[config.mk]
export PLATFORM = sky130hd
export DESIGN_NAME = video_stream_packer_flat
export DESIGN_NICKNAME = d
export VERILOG_FILES = /design/src/rtl/video_stream_packer_if.sv /design/src/rtl/video_stream_packer.sv /design/src/flat_wrapper.sv
export SDC_FILE = /design/constraint.sdc
export NUM_CORES = 1
export LEC_CHECK = 0
export BUFFER_PORTS_ARGS = -buffer_cell sky130_fd_sc_hd__buf_2
export CORE_MARGIN = 2
export CORE_UTILIZATION = 60
export CTS_CLUSTER_DIAMETER = 50
export CTS_CLUSTER_SIZE = 14
export DETAILED_ROUTE_END_ITERATION = 8
export GPL_ROUTABILITY_DRIVEN = 0
export GPL_TIMING_DRIVEN = 0
export PLACE_DENSITY = 0.85
export SLEW_MARGIN = 20
export SYNTH_ARGS = -nofsm -noshare
export SYNTH_HDL_FRONTEND = slang
export SYNTH_SLANG_ARGS = --single-unit
[constraint.sdc]
create_clock -name out_stream_aclk -period 4.2 [get_ports out_stream_aclk]
set_input_delay 0.84 -clock out_stream_aclk [delete_from_list [all_inputs] [get_ports out_stream_aclk]]
set_output_delay 0.84 -clock out_stream_aclk [all_outputs]
set_load 0.02 [all_outputs]
[src/rtl/video_stream_packer_if.sv]
// Pixel-in / AXI-Stream-out bundle for video_stream_packer.
// master: the packer itself (accepts pixels, drives the video stream).
// slave : the environment (pixel source and stream sink).
interface video_stream_packer_if;
    logic [23:0] in_pixel;
    logic        in_valid;
    logic        in_ready;
    logic [31:0] out_stream_tdata;
    logic [3:0]  out_stream_tkeep;
    logic        out_stream_tlast;
    logic        out_stream_tuser;
    logic        out_stream_tvalid;
    logic        out_stream_tready;

    modport master (
        input  in_pixel, in_valid, out_stream_tready,
        output in_ready, out_stream_tdata, out_stream_tkeep,
               out_stream_tlast, out_stream_tuser, out_stream_tvalid
    );

    modport slave (
        output in_pixel, in_valid, out_stream_tready,
        input  in_ready, out_stream_tdata, out_stream_tkeep,
               out_stream_tlast, out_stream_tuser, out_stream_tvalid
    );
endinterface

[src/rtl/video_stream_packer.sv]
// video_stream_packer: packs 24-bit RGB pixels, four at a time, into three
// 32-bit AXI-Stream words. tuser marks the first word of a frame, tlast the
// last word of each line, frame_done pulses after the final word of a frame.
// Optional macro PACKER_FRAME_SYNC_EN adds in_sof resynchronisation and a
// saturating sync_err_count.
module video_stream_packer #(
    parameter int X_PIXELS = 200,
    parameter int Y_SIZE   = 200
) (
    input  logic                  out_stream_aclk,
    input  logic                  periph_resetn,
    video_stream_packer_if.master strm,
    output logic                  frame_done
`ifdef PACKER_FRAME_SYNC_EN
    ,
    input  logic                  in_sof,
    output logic [7:0]            sync_err_count
`endif
);

    localparam int X_WORDS = X_PIXELS * 3 / 4;
    localparam int XW      = (X_WORDS > 1) ? $clog2(X_WORDS) : 1;
    localparam int YW      = (Y_SIZE > 1) ? $clog2(Y_SIZE) : 1;
    localparam logic [XW-1:0] X_LAST = XW'(X_WORDS - 1);
    localparam logic [YW-1:0] Y_LAST = YW'(Y_SIZE - 1);

    // Position of the next pixel inside its 4-pixel group.
    typedef enum logic [1:0] {
        PH_P0 = 2'd0,
        PH_P1 = 2'd1,
        PH_P2 = 2'd2,
        PH_P3 = 2'd3
    } phase_t;

    phase_t        phase_q, phase_d;
    logic [23:0]   hold_q, hold_d;
    logic [XW-1:0] x_word_q, x_word_d;
    logic [YW-1:0] y_line_q, y_line_d;
    logic [31:0]   tdata_q, tdata_d;
    logic          tlast_q, tlast_d;
    logic          tuser_q, tuser_d;
    logic          tvalid_q, tvalid_d;
    logic          frame_end_q, frame_end_d;
    logic          frame_done_q, frame_done_d;
    logic [7:0]    sync_err_q, sync_err_d;

    logic          accept;
    logic          out_fire;
    logic          load;
    logic          resync;
    logic [31:0]   load_word;

    // The output slot is either empty or draining this cycle; phase 0 never loads a word.
    assign strm.in_ready = (phase_q == PH_P0) || !tvalid_q || strm.out_stream_tready;

    assign accept   = strm.in_valid && strm.in_ready;
    assign out_fire = tvalid_q && strm.out_stream_tready;

    // Next-state: pixel packing, output slot management and line/frame counters.
    always_comb begin
        // NOTE: every comb output gets a default first so no path can infer a latch.
        phase_d      = phase_q;
        hold_d       = hold_q;
        x_word_d     = x_word_q;
        y_line_d     = y_line_q;
        tdata_d      = tdata_q;
        tlast_d      = tlast_q;
        tuser_d      = tuser_q;
        tvalid_d     = tvalid_q;
        frame_end_d  = frame_end_q;
        sync_err_d   = sync_err_q;
        load         = 1'b0;
        load_word    = 32'h0;
        resync       = 1'b0;

`ifdef PACKER_FRAME_SYNC_EN
        // SOF anywhere but the frame-start position restarts framing on this pixel.
        resync = accept && in_sof &&
                 !(phase_q == PH_P0 && x_word_q == '0 && y_line_q == '0);
`endif

        if (out_fire) begin
            tvalid_d = 1'b0;
        end

        if (resync) begin
            hold_d   = strm.in_pixel;
            phase_d  = PH_P1;
            x_word_d = '0;
            y_line_d = '0;
            if (sync_err_q != 8'hFF) begin
                sync_err_d = sync_err_q + 8'd1;
            end
        end else if (accept) begin
            case (phase_q)
                PH_P0: begin
                    hold_d  = strm.in_pixel;
                    phase_d = PH_P1;
                end
                PH_P1: begin
                    load_word = {strm.in_pixel[7:0], hold_q[23:0]};
                    hold_d    = {8'h00, strm.in_pixel[23:8]};
                    load      = 1'b1;
                    phase_d   = PH_P2;
                end
                PH_P2: begin
                    load_word = {strm.in_pixel[15:0], hold_q[15:0]};
                    hold_d    = {16'h0000, strm.in_pixel[23:16]};
                    load      = 1'b1;
                    phase_d   = PH_P3;
                end
                default: begin
                    load_word = {strm.in_pixel, hold_q[7:0]};
                    hold_d    = 24'h0;
                    load      = 1'b1;
                    phase_d   = PH_P0;
                end
            endcase
        end

        if (load) begin
            tdata_d     = load_word;
            tvalid_d    = 1'b1;
            tuser_d     = (x_word_q == '0) && (y_line_q == '0);
            tlast_d     = (x_word_q == X_LAST);
            frame_end_d = (x_word_q == X_LAST) && (y_line_q == Y_LAST);
            if (x_word_q == X_LAST) begin
                x_word_d = '0;
                y_line_d = (y_line_q == Y_LAST) ? '0 : y_line_q + YW'(1);
            end else begin
                x_word_d = x_word_q + XW'(1);
            end
        end

        frame_done_d = out_fire && tlast_q && frame_end_q;
    end

    // State register with synchronous active-low reset; reset drops any partial group or pending word.
    always_ff @(posedge out_stream_aclk) begin
        // NOTE: registers are updated with non-blocking assignments so every flop samples pre-edge values.
        if (!periph_resetn) begin
            phase_q      <= PH_P0;
            hold_q       <= 24'h0;
            x_word_q     <= '0;
            y_line_q     <= '0;
            tdata_q      <= 32'h0;
            tlast_q      <= 1'b0;
            tuser_q      <= 1'b0;
            tvalid_q     <= 1'b0;
            frame_end_q  <= 1'b0;
            frame_done_q <= 1'b0;
            sync_err_q   <= 8'h0;
        end else begin
            phase_q      <= phase_d;
            hold_q       <= hold_d;
            x_word_q     <= x_word_d;
            y_line_q     <= y_line_d;
            tdata_q      <= tdata_d;
            tlast_q      <= tlast_d;
            tuser_q      <= tuser_d;
            tvalid_q     <= tvalid_d;
            frame_end_q  <= frame_end_d;
            frame_done_q <= frame_done_d;
            sync_err_q   <= sync_err_d;
        end
    end

    assign strm.out_stream_tdata  = tdata_q;
    assign strm.out_stream_tkeep  = 4'hF;
    assign strm.out_stream_tlast  = tlast_q;
    assign strm.out_stream_tuser  = tuser_q;
    assign strm.out_stream_tvalid = tvalid_q;
    assign frame_done             = frame_done_q;

`ifdef PACKER_FRAME_SYNC_EN
    assign sync_err_count = sync_err_q;
`else
    logic unused_sync;
    assign unused_sync = ^sync_err_q;
`endif

endmodule
[src/flat_wrapper.sv]
// flat-port wrapper written by rule: the top's interface ports become plain ports
module video_stream_packer_flat 
#(
    parameter int X_PIXELS = 200,
    parameter int Y_SIZE   = 200
)
  (out_stream_aclk, periph_resetn, frame_done, strm_in_pixel, strm_in_valid, strm_out_stream_tready, strm_in_ready, strm_out_stream_tdata, strm_out_stream_tkeep, strm_out_stream_tlast, strm_out_stream_tuser, strm_out_stream_tvalid);
  video_stream_packer_if strm_i ();
  input  logic out_stream_aclk;
  input  logic periph_resetn;
  output logic frame_done;
  input wire logic [$bits(strm_i.in_pixel)-1:0] strm_in_pixel;
  input wire logic [$bits(strm_i.in_valid)-1:0] strm_in_valid;
  input wire logic [$bits(strm_i.out_stream_tready)-1:0] strm_out_stream_tready;
  output wire logic [$bits(strm_i.in_ready)-1:0] strm_in_ready;
  output wire logic [$bits(strm_i.out_stream_tdata)-1:0] strm_out_stream_tdata;
  output wire logic [$bits(strm_i.out_stream_tkeep)-1:0] strm_out_stream_tkeep;
  output wire logic [$bits(strm_i.out_stream_tlast)-1:0] strm_out_stream_tlast;
  output wire logic [$bits(strm_i.out_stream_tuser)-1:0] strm_out_stream_tuser;
  output wire logic [$bits(strm_i.out_stream_tvalid)-1:0] strm_out_stream_tvalid;
  assign strm_i.in_pixel = strm_in_pixel;
  assign strm_i.in_valid = strm_in_valid;
  assign strm_i.out_stream_tready = strm_out_stream_tready;
  assign strm_in_ready = strm_i.in_ready;
  assign strm_out_stream_tdata = strm_i.out_stream_tdata;
  assign strm_out_stream_tkeep = strm_i.out_stream_tkeep;
  assign strm_out_stream_tlast = strm_i.out_stream_tlast;
  assign strm_out_stream_tuser = strm_i.out_stream_tuser;
  assign strm_out_stream_tvalid = strm_i.out_stream_tvalid;
  video_stream_packer #(.X_PIXELS(X_PIXELS), .Y_SIZE(Y_SIZE)) u_core (.out_stream_aclk(out_stream_aclk), .periph_resetn(periph_resetn), .strm(strm_i), .frame_done(frame_done));
endmodule
Word-level counts from Yosys, hierarchy flattened. Cells that the tools add are included.

$mul: 0. Shift-type cells: 0. Mux-type cells: 10. Eq/ne operators: 4. Add/subtract/negate cells: 2. Order comparisons: 0. Reduce and logical (&&, ||, !) cells: 14. Div/mod/pow operators: 0. Bitwise operators: 0.

Operator list (number): 32-bit case mux with 3 select lines (1); 24-bit case mux with 3 select lines (1); 32-bit two-way mux (1); 8-bit by 1-bit adder with 8-bit output, second input constant (2); 8-bit equality test, second input constant (2); 8-bit zero test (2); 8-bit two-way mux (2); 1-bit logical AND (6); 2-bit case mux with 3 select lines (1); 1-bit two-way mux (4); 2-bit by 1-bit equality test with 1-bit output, second input constant (1); 2-bit equality test, second input constant (1); 2-bit zero test (1); 1-bit logical OR (2); 2-bit AND reduction (1); 2-bit nonzero test (1); 1-bit zero test (1).

Flip-flop bits (word level): 79. Output and inout port bits: 41. Logic and storage cells: 40. Bits in read-only memories: 0. Memories kept: 0. Bits in writable memories: 0. Latch bits: 0.

Longest topological paths before layout. Gate-level depths: netlist of the first run.

Word-level depth: 6. Gate-level depth with buffers: 8.

Worst setup path after synthesis of the first run. Ideal clock, no wire load.

Kind: flip-flop to output port. From: register u_core.phase_q[0]. To: output strm_in_ready. Path slack: 1971 ps. Path buffers: 2. Required time: 3360 ps. Stages on the path, launching flop included: 6. Arrival time: 1389 ps. Cell sequence: dfxtp_1 -> inv_1 -> ha_1 -> clkbuf_1 -> buf_1 -> nand2b_1.

Longest elaborated chain between the ends: 3.

Ends and longest elaborated chain: start: declaration (line video_stream_packer.sv:35) `phase_t phase_q, phase_d;`; start signal: assignment (line video_stream_packer.sv:154) `phase_q <= phase_d;`; 2-bit zero test (line video_stream_packer.sv:54) `assign strm.in_ready = (phase_q == PH_P0) || !tvalid_q || strm.out_stream_tready;`; 1-bit logical OR (2 in a row) (line video_stream_packer.sv:54); end: declaration (line flat_wrapper.sv:15) `output wire logic [$bits(strm_i.in_ready)-1:0] strm_in_ready;`.

No other way between the ends.

Worst setup path after layout of the first run.
From: register u_core.phase_q[1]. To: output strm_in_ready.

Same word-level chain as after synthesis.

==> results of run 1 <==
[Yosys cell counts (all sizes together)]
master,instances
nand3,7
nand4,6
conb,1
and4,1
a21oi,18
nand2,41
xor2,2
nor2,66
a222oi,8
nor4,2
nand2b,6
inv,9
o32ai,3
dfxtp,79
nand3b,1
and2,3
o31ai,3
nor3,8
a22oi,48
o21ai,20
or3,13
and3,2
o22ai,1
or4,4
clkbuf,25
nor2b,2
mux2i,27
xnor2,3
mux2,8
a211oi,4
buf,14
ha,9
[worst min-delay path: cells and delay by family, from the launching register on]
family	cells	cell delay, ns
flip-flops	1	0.31
AND/OR/NAND/NOR	1	0.05
AO/OA/AOI/OAI	1	0.05
[final cells by class]
cell class / count / area (um^2) / area share, %
multi-input cells: 320 / 2010 / 45.4
flip-flops and latches: 79 / 1580 / 35.8
repair buffers: 63 / 315 / 7.14
plain buffers: 39 / 176 / 4.00
clock buffers: 10 / 138 / 3.12
well taps: 75 / 93.8 / 2.13
clock inverters: 6 / 68.8 / 1.56
inverters: 9 / 33.8 / 0.766
[per-stage QoR]
| step | power, mW | cells |
|---|---|---|
| after floorplan | 0.985 | 447 |
| after global placement | 1.06 | 585 |
| after detailed placement | 1.07 | 585 |
| after CTS | 1.64 | 601 |
| after global routing | 1.71 | 601 |
| final | 1.64 | 601 |
[cells by family after synthesis]
logic type	share of synthesized area (%)
and+or+nand+nor	20.0
muxes	9.52
xor gates and xnor gates	1.16
adders and majority gates	2.97
buffers and inverters	5.55
DFF	41.8
other	0.0990
AOI/OAI and AO/OA	18.9
[registers in the layout, summed over array words and instances, names as in the netlist]
register / count
u_core.strm.out_stream_tdata: 32
u_core.hold_q: 24
u_core.x_word_q: 8
u_core.y_line_q: 8
u_core.phase_q: 2
u_core.frame_done: 1
u_core.frame_end_q: 1
u_core.strm.out_stream_tlast: 1
u_core.strm.out_stream_tuser: 1
u_core.strm.out_stream_tvalid: 1
[report_power, final]
group | switching [mW] | internal, mW | leakage [nW] | total, mW
sequential | 0.0177 | 0.778 | 0.641 | 0.795
clock | 0.291 | 0.294 | 0.103 | 0.585
combinational | 0.163 | 0.0996 | 1.12 | 0.263
[worst paths after layout]
check                                                        end              start  slack (ns)
worst max register to register  u_core.strm.out_stream_tdata[11]  u_core.phase_q[1]        1.73
worst min-delay path                           u_core.hold_q[12]  u_core.hold_q[12]        0.46
worst min register to register                 u_core.hold_q[12]  u_core.hold_q[12]        0.46
worst max-delay path                               strm_in_ready  u_core.phase_q[1]        1.22
[routing by layer]
metal,part of all wire (%),routed length [um]
met1,41,4110
met2,48,4820
met3,8.7,871
met4,2.6,257
met5,0,0
==> impl_metrics.csv, run 1 <==
group,metric,value,unit
floorplan,start_util,62.8,%
pwr,p_leak,1.87,nW
finish,nets,558,
critical_path,crit_chain,"inv_1 > ha_1 > clkbuf_1 > buf_1 > nand2b_1 > buf_2",
floorplan,dieArea,6960,um^2
timing,worst_slew_pin_slew,1.06,ns
clocking,clkTransAtPathRegs,0.08,ns
critical_path,cp-end-kind,"primary output",
finish,layout_common_cells,"79 x dfxtp_1, 68 x buf_2, 66 x nor2_1",
global_route,grt_use_total,28.9,%
critical_path,arrival,2.14,ns
floorplan,core_area,6030,um^2
synth,synth_cells,444,
global_route,use_met2,48.5,%
finish,fill_cells,468,
critical_path,worst-setup-path-type,"reg -> out",
clocking,htreeDepth,3,
timing,min_period,2.98,ns
synth,yosys-top-cells-area,"dfxtp_1 42%, a22oi_1 9.5%, mux2i_1 7.1%",
clocking,clock_sinks,79,
global_route,antenna_found_initial,0,
global_route,grt_pass1_wl,16400,um
critical_path,critical_path_depth,6,
global_route,grtUsageMet3,6.16,%
clocking,cts_setup_buffers,0,
pwr,power.density,372,nW/um^2
clocking,root_buffer,"clkbuf_8",
critical_path,crit_path_max_fanout,10,
synth,synth.distinct_cells,40,
global_route,grt_max_degree,15,
timing,rsz0062_at_grt,"false",
run_status,status,"completed",
critical_path,required,3.36,ns
timing,fin_hold_ws,0.460,ns
critical_path,critPathTopFamily,"buffers and inverters",
critical_path,slowest_stage,"buf_1",
global_route,grtUsageMet1,36.8,%
critical_path,startpoint_type,"register",
clocking,ctsLongestPathBuffers,2,
finish,layout-drive-gt1-share,19.8,%
timing,setup_slack,1.22,ns
synth,synth_seq_area_share,41.8,%
detailed_routing,drc,0,
min_path,hold_depth,2,
finish,layout_commonest_cell,"dfxtp_1",
critical_path,ff2ff_path_depth,8,
finish,syn2layout_area_growth,16.6,%
floorplan,die_w,83.4,um
timing,hold_violations,0,
synth,syn_area_per_cell,8.53,um^2
timing,clock_skew,0.0111,ns
synth,synth_area,3790,um^2
placement,dp_slack,1.66,ns
detailed_routing,vias,3739,
timing,setup_tns,0,ns
clocking,hold_buffers,0,
clocking,numCtsBuffers,9,
finish,antenna_cells,0,
pwr,ir_drop,306,uV
detailed_routing,first_iter_violations,571,
clocking,ctsResizeCount,0,
timing,setup_viol,0,
synth,synth_top_area_share,41.8,%
synth,synth.ff_latch_count,79,
detailed_routing,viasPerCell,6.22,
floorplan,num_rows,28,
clocking,cts_tree,"yes",
min_path,hold_class,"reg -> reg",
placement,dpl_cell_area,4210,um^2
synth,yosysWarnings,0,
placement,portBuffers,63,
clocking,clk-insertion-delay-late,0.35,ns
floorplan,die_y,83.4,um
timing,period_share,70.9,%
global_route,grt.overflow.total,0,
detailed_routing,wl_per_cell,16.7,um
floorplan,io_pins,69,
global_route,grt_pass1_vias,3471,
timing,slew_headroom,28.6,%
placement,dp_hpwl,7310,um
timing,slew_viol_final,0,
finish,final_design_area_no_fill,4410,um^2
job,cap_violations,0,
global_route,grt-busiest-layer,"met2",
synth,yosys.area.top_type,"dfxtp_1",
detailed_routing,finalWirelength,10100,um
detailed_routing,ant_nets,0,
detailed_routing,dr.pass1.iters,8,
finish,final_util,73.2,%
critical_path,crit_path_max_incr_delay,0.41,ns
timing,fmax,336,MHz
critical_path,path_buf_inv,4,
Power figures use the tool's default switching activity.
==> run 2, diff against run 1 <==
CORE_UTILIZATION = 55   (was 60)
PLACE_DENSITY = 0.79   (was 0.85)
clock period = 3 ns   (was 4.2 ns; I/O delays follow)
==> run 2 against run 1 <==
Setup slack got worse by 0.97 ns. First-iteration DRC count fell by 52%. Global-route usage fell by 1.7 points. Highest routed layer unchanged. Combinational power rose by 40%. Largest cell class unchanged. Sequential power rose by 40%. Non-clock buffer count did not move. Critical path type unchanged. Largest power group unchanged. Total power rose by 40%. Final area rose by 0.11%. Final cell count rose by 0.83%.
==> impl_metrics.csv, run 2 (same netlist as run 1, synthesis figures left out) <==
group,metric,value,unit
run_status,status,"completed",
pwr,p_leak,1.86,nW
floorplan,die_w,87.0,um
pwr,seqPwrFrac,48.5,%
floorplan,core_area,6720,um^2
critical_path,startpoint_type,"register",
min_path,hold_class,"reg -> reg",
clocking,numCtsBuffers,9,
pwr,power_switching_share,29.4,%
clocking,clkTransAtPathRegs,0.08,ns
placement,dp_hpwl,7340,um
clocking,cts_tree,"yes",
global_route,grt_max_degree,16,
pwr,ir_drop,261,uV
detailed_routing,first_iter_violations,272,
detailed_routing,wl_per_cell,16.5,um
critical_path,worst-setup-path-type,"reg -> out",
floorplan,die_y,87.0,um
detailed_routing,finalWirelength,10000,um
timing,hold_violations,0,
placement,portBuffers,63,
global_route,antenna_found_initial,0,
timing,period_share,91.6,%
clocking,root_buffer,"clkbuf_8",
global_route,grt.overflow.total,0,
finish,antenna_cells,0,
timing,setup_slack,0.251,ns
timing,min_period,2.75,ns
finish,fill_cells,561,
clocking,clock_sinks,79,
pwr,intPower,1.62,mW
pwr,combPwrFrac,16.0,%
clocking,clk-insertion-delay-late,0.36,ns
clocking,hold_buffers,0,
critical_path,arrival,2.15,ns
timing,clock_skew,0.00656,ns
detailed_routing,vias,3648,
timing,fmax,364,MHz
detailed_routing,drc,0,
global_route,grt_pass1_wl,16100,um
detailed_routing,viasPerCell,6.02,
floorplan,dieArea,7560,um^2
finish,layout-drive-gt1-share,19.8,%
clocking,cts_setup_buffers,0,
timing,slew_headroom,34.8,%
finish,syn2layout_area_growth,16.7,%
floorplan,num_rows,30,
timing,rsz0062_at_grt,"false",
floorplan,io_pins,69,
pwr,power.density,520,nW/um^2
detailed_routing,dr.pass1.iters,6,
job,cap_violations,0,
clocking,ctsLongestPathBuffers,2,
timing,setup_tns,0,ns
pwr,switchingPower,675,uW
detailed_routing,ant_nets,0,
floorplan,start_util,56.4,%
critical_path,cp-end-kind,"primary output",
clocking,htreeDepth,3,
timing,slew_viol_final,0,
finish,layout_common_cells,"79 x dfxtp_1, 68 x buf_2, 66 x nor2_1",
timing,setup_viol,0,
critical_path,required,2.40,ns
global_route,grt_pass1_vias,3464,
pwr,power.share.clock,35.5,%
timing,worst_slew_pin_slew,0.971,ns
finish,nets,558,
critical_path,crit_path_max_fanout,10,
finish,largest_reg_flops,32,
global_route,grt_use_total,27.2,%
placement,dp_slack,0.684,ns
finish,layout_commonest_cell,"dfxtp_1",
clocking,ctsResizeCount,0,
## run 2: final cells by class
class	instances	area [um^2]	share of cell area, %
Sequential cell	79	1580	35.8
Timing Repair Buffer	63	315	7.14
Inverter	9	33.8	0.765
Buffer	39	176	3.99
Multi-Input combinational cell	320	2010	45.4
Tap cell	80	100	2.27
Clock buffer	9	124	2.80
Clock inverter	7	81.3	1.84
## run 2: critical path: stages, from the launching register on
cell      delay [ns]
dfxtp_1         0.34
inv_1           0.10
ha_1            0.21
clkbuf_1        0.36
buf_1           0.42
nand2b_1        0.18
buf_2           0.16
## run 2: routing by layer
metal / wire length (um) / up-vias / track usage, %
met5: 0 / - / 0
li1: - / 1735 / -
met4: 276 / 0 / 14.5
met3: 714 / 32 / 5.21
met1: 4210 / 1689 / 33.7
met2: 4800 / 192 / 44.6
## run 2: stage by stage
stage | power (mW) | hold slack [ns] | instance area, um^2 | utilization, % | std cells
2_1_floorplan | 1.38 | 0.434 | 3800 | - | 447
3_3_place_gp | 1.49 | 0.442 | 4210 | 62.7 | 590
3_5_place_dp | 1.50 | 0.449 | 4210 | 62.7 | 590
4_1_cts | 2.30 | 0.460 | 4420 | 65.8 | 606
5_1_grt | 2.40 | 0.474 | 4420 | 65.8 | 606
6_report | 2.30 | 0.458 | 4420 | 65.8 | 606
## run 2: power by group through the flow
stage          sequential, mW  clock [mW]  combinational [mW]
2_1_floorplan            1.14           0               0.236
3_3_place_gp             1.14           0               0.351
3_5_place_dp             1.14           0               0.359
4_1_cts                  1.11       0.830               0.361
5_1_grt                  1.12       0.875               0.404
6_report                 1.11       0.816               0.367
## run 2: final timing paths
path,start,slack [ns],endpoint,cells after the start
max,u_core.phase_q[1],0.25,strm_in_ready,6
max reg2reg,u_core.phase_q[0],0.63,u_core.strm.out_stream_tdata[10],8
min,u_core.hold_q[14],0.46,u_core.hold_q[14],2
min reg2reg,u_core.hold_q[14],0.46,u_core.hold_q[14],2
==> run 3, diff against run 2 <==
RECOVER_POWER = 25   (was unset)
TNS_END_PERCENT = 100   (was unset)
==> run 3 against run 2 <==
Die area unchanged. Register-to-register slack about the same. Global-route usage unchanged. Non-clock buffer count unchanged. Final cell count unchanged. Critical path type unchanged. Critical endpoint unchanged. Largest cell class unchanged. Largest power group unchanged.
==> impl_metrics.csv, run 3 (same netlist as run 1, synthesis figures left out) <==
group,metric,value,unit
clocking,hold_buffers,0,
floorplan,io_pins,69,
timing,period_share,91.1,%
placement,dp_hpwl,7340,um
finish,fill_cells,576,
floorplan,die_w,87.0,um
global_route,grt_pass1_vias,3464,
finish,final_util,65.2,%
critical_path,worst-setup-path-type,"reg -> out",
timing,slew_headroom,35.4,%
placement,portBuffers,63,
clocking,htreeDepth,3,
timing,setup_viol,0,
detailed_routing,met3_length,727,um
detailed_routing,finalWirelength,9930,um
timing,hold_violations,0,
job,cap_violations,0,
detailed_routing,ant_nets,0,
pwr,seqPwrFrac,48.6,%
timing,slew_viol_final,0,
pwr,combPwrFrac,15.9,%
timing,setup_tns,0,ns
clocking,clk-insertion-delay-late,0.36,ns
detailed_routing,first_iter_violations,368,
clocking,ctsResizeCount,0,
finish,nets,558,
pwr,switchingPower,673,uW
pwr,p_leak,1.74,nW
detailed_routing,highest_layer,"met4",
detailed_routing,vias,3647,
finish,largest_reg_flops,32,
clocking,clkTransAtPathRegs,0.08,ns
global_route,grt_max_degree,16,
finish,layout_common_cells,"79 x dfxtp_1, 66 x nor2_1, 52 x clkbuf_1",
critical_path,startpoint_type,"register",
detailed_routing,dr.pass1.iters,7,
detailed_routing,viasPerCell,6.02,
floorplan,start_util,56.4,%
pwr,power.share.clock,35.5,%
finish,layout_commonest_cell,"dfxtp_1",
critical_path,required,2.40,ns
pwr,intPower,1.62,mW
critical_path,arrival,2.13,ns
finish,syn2layout_area_growth,15.8,%
floorplan,dieArea,7560,um^2
timing,rsz0062_at_grt,"false",
pwr,totalPowerFinal,2.29,mW
detailed_routing,wl_met1,4110,um
clocking,cts_tree,"yes",
clocking,cts_setup_buffers,0,
pwr,power_switching_share,29.3,%
global_route,antenna_found_initial,0,
clocking,numCtsBuffers,9,
pwr,ir_drop,261,uV
floorplan,num_rows,30,
min_path,hold_class,"reg -> reg",
critical_path,crit_path_max_fanout,10,
run_status,status,"completed",
critical_path,cp-end-kind,"primary output",
detailed_routing,wl_per_cell,16.4,um
finish,antenna_cells,0,
detailed_routing,drc,0,
clocking,ctsLongestPathBuffers,2,
clocking,clock_sinks,79,
clocking,root_buffer,"clkbuf_8",
detailed_routing,route.met2.wl,4720,um
global_route,grt.overflow.total,0,
timing,worst_slew_pin_slew,0.961,ns
finish,layout-drive-gt1-share,14.4,%
floorplan,core_area,6720,um^2
timing,fmax,366,MHz
timing,clock_skew,0.00924,ns
global_route,grt_pass1_wl,16100,um
global_route,grt_use_total,27.2,%
pwr,power.density,523,nW/um^2
timing,min_period,2.73,ns
floorplan,die_y,87.0,um
-- run 3: cell types whose count changed in the layout (fill, tap and decap cells not counted), sizes merged --
cell / previous run / this run
buf: 77 / 49
clkbuf: 34 / 62
-- run 3: worst max-delay path, cell delays in order (launching register included) --
cell and delay, ns:
dfxtp_1 0.34, inv_1 0.10, ha_1 0.21, clkbuf_1 0.36, buf_1 0.42, nand2b_1 0.18, buf_2 0.16
-- run 3: path summary, 6_finish.rpt --
kind         cells past startpoint              start  slack [ns]                          endpoint
max                              6  u_core.phase_q[1]        0.27                     strm_in_ready
min                              2  u_core.hold_q[14]        0.46                 u_core.hold_q[14]
max reg2reg                      8  u_core.phase_q[0]        0.64  u_core.strm.out_stream_tdata[10]
min reg2reg                      2  u_core.hold_q[14]        0.46                 u_core.hold_q[14]
-- run 3: per-layer routing --
metal,global-route usage (%),vias to the layer above
li1,-,1734
met4,14.5,0
met5,0,-
met1,33.7,1684
met2,44.6,188
met3,5.21,41
-- run 3: stage by stage --
stage / cell area [um^2] / hold WS (ns) / worst slack, ns / cells
after floorplan: 3800 / 0.434 / 1.01 / 447
after global placement: 4210 / 0.442 / 0.719 / 590
after detailed placement: 4210 / 0.449 / 0.684 / 590
after CTS: 4420 / 0.460 / 0.286 / 606
after global routing: 4380 / 0.474 / 0.118 / 606
final: 4380 / 0.458 / 0.267 / 606
-- run 3: power groups by stage --
stage,Combinational (mW),Clock [mW],Sequential (mW)
6_report,0.364,0.815,1.11
5_1_grt,0.402,0.875,1.12
4_1_cts,0.361,0.830,1.11
3_5_place_dp,0.359,0,1.14
3_3_place_gp,0.351,0,1.14
2_1_floorplan,0.236,0,1.14
-- run 3: final cells by class --
| cell class | instances | area (um^2) | share of cell area (%) |
|---|---|---|---|
| Buffer | 39 | 176 | 4.03 |
| Clock buffer | 9 | 124 | 2.83 |
| Clock inverter | 7 | 81.3 | 1.86 |
| Inverter | 9 | 33.8 | 0.771 |
| Multi-Input combinational cell | 320 | 2010 | 45.8 |
| Sequential cell | 79 | 1580 | 36.1 |
| Tap cell | 80 | 100 | 2.28 |
| Timing Repair Buffer | 63 | 280 | 6.39 |
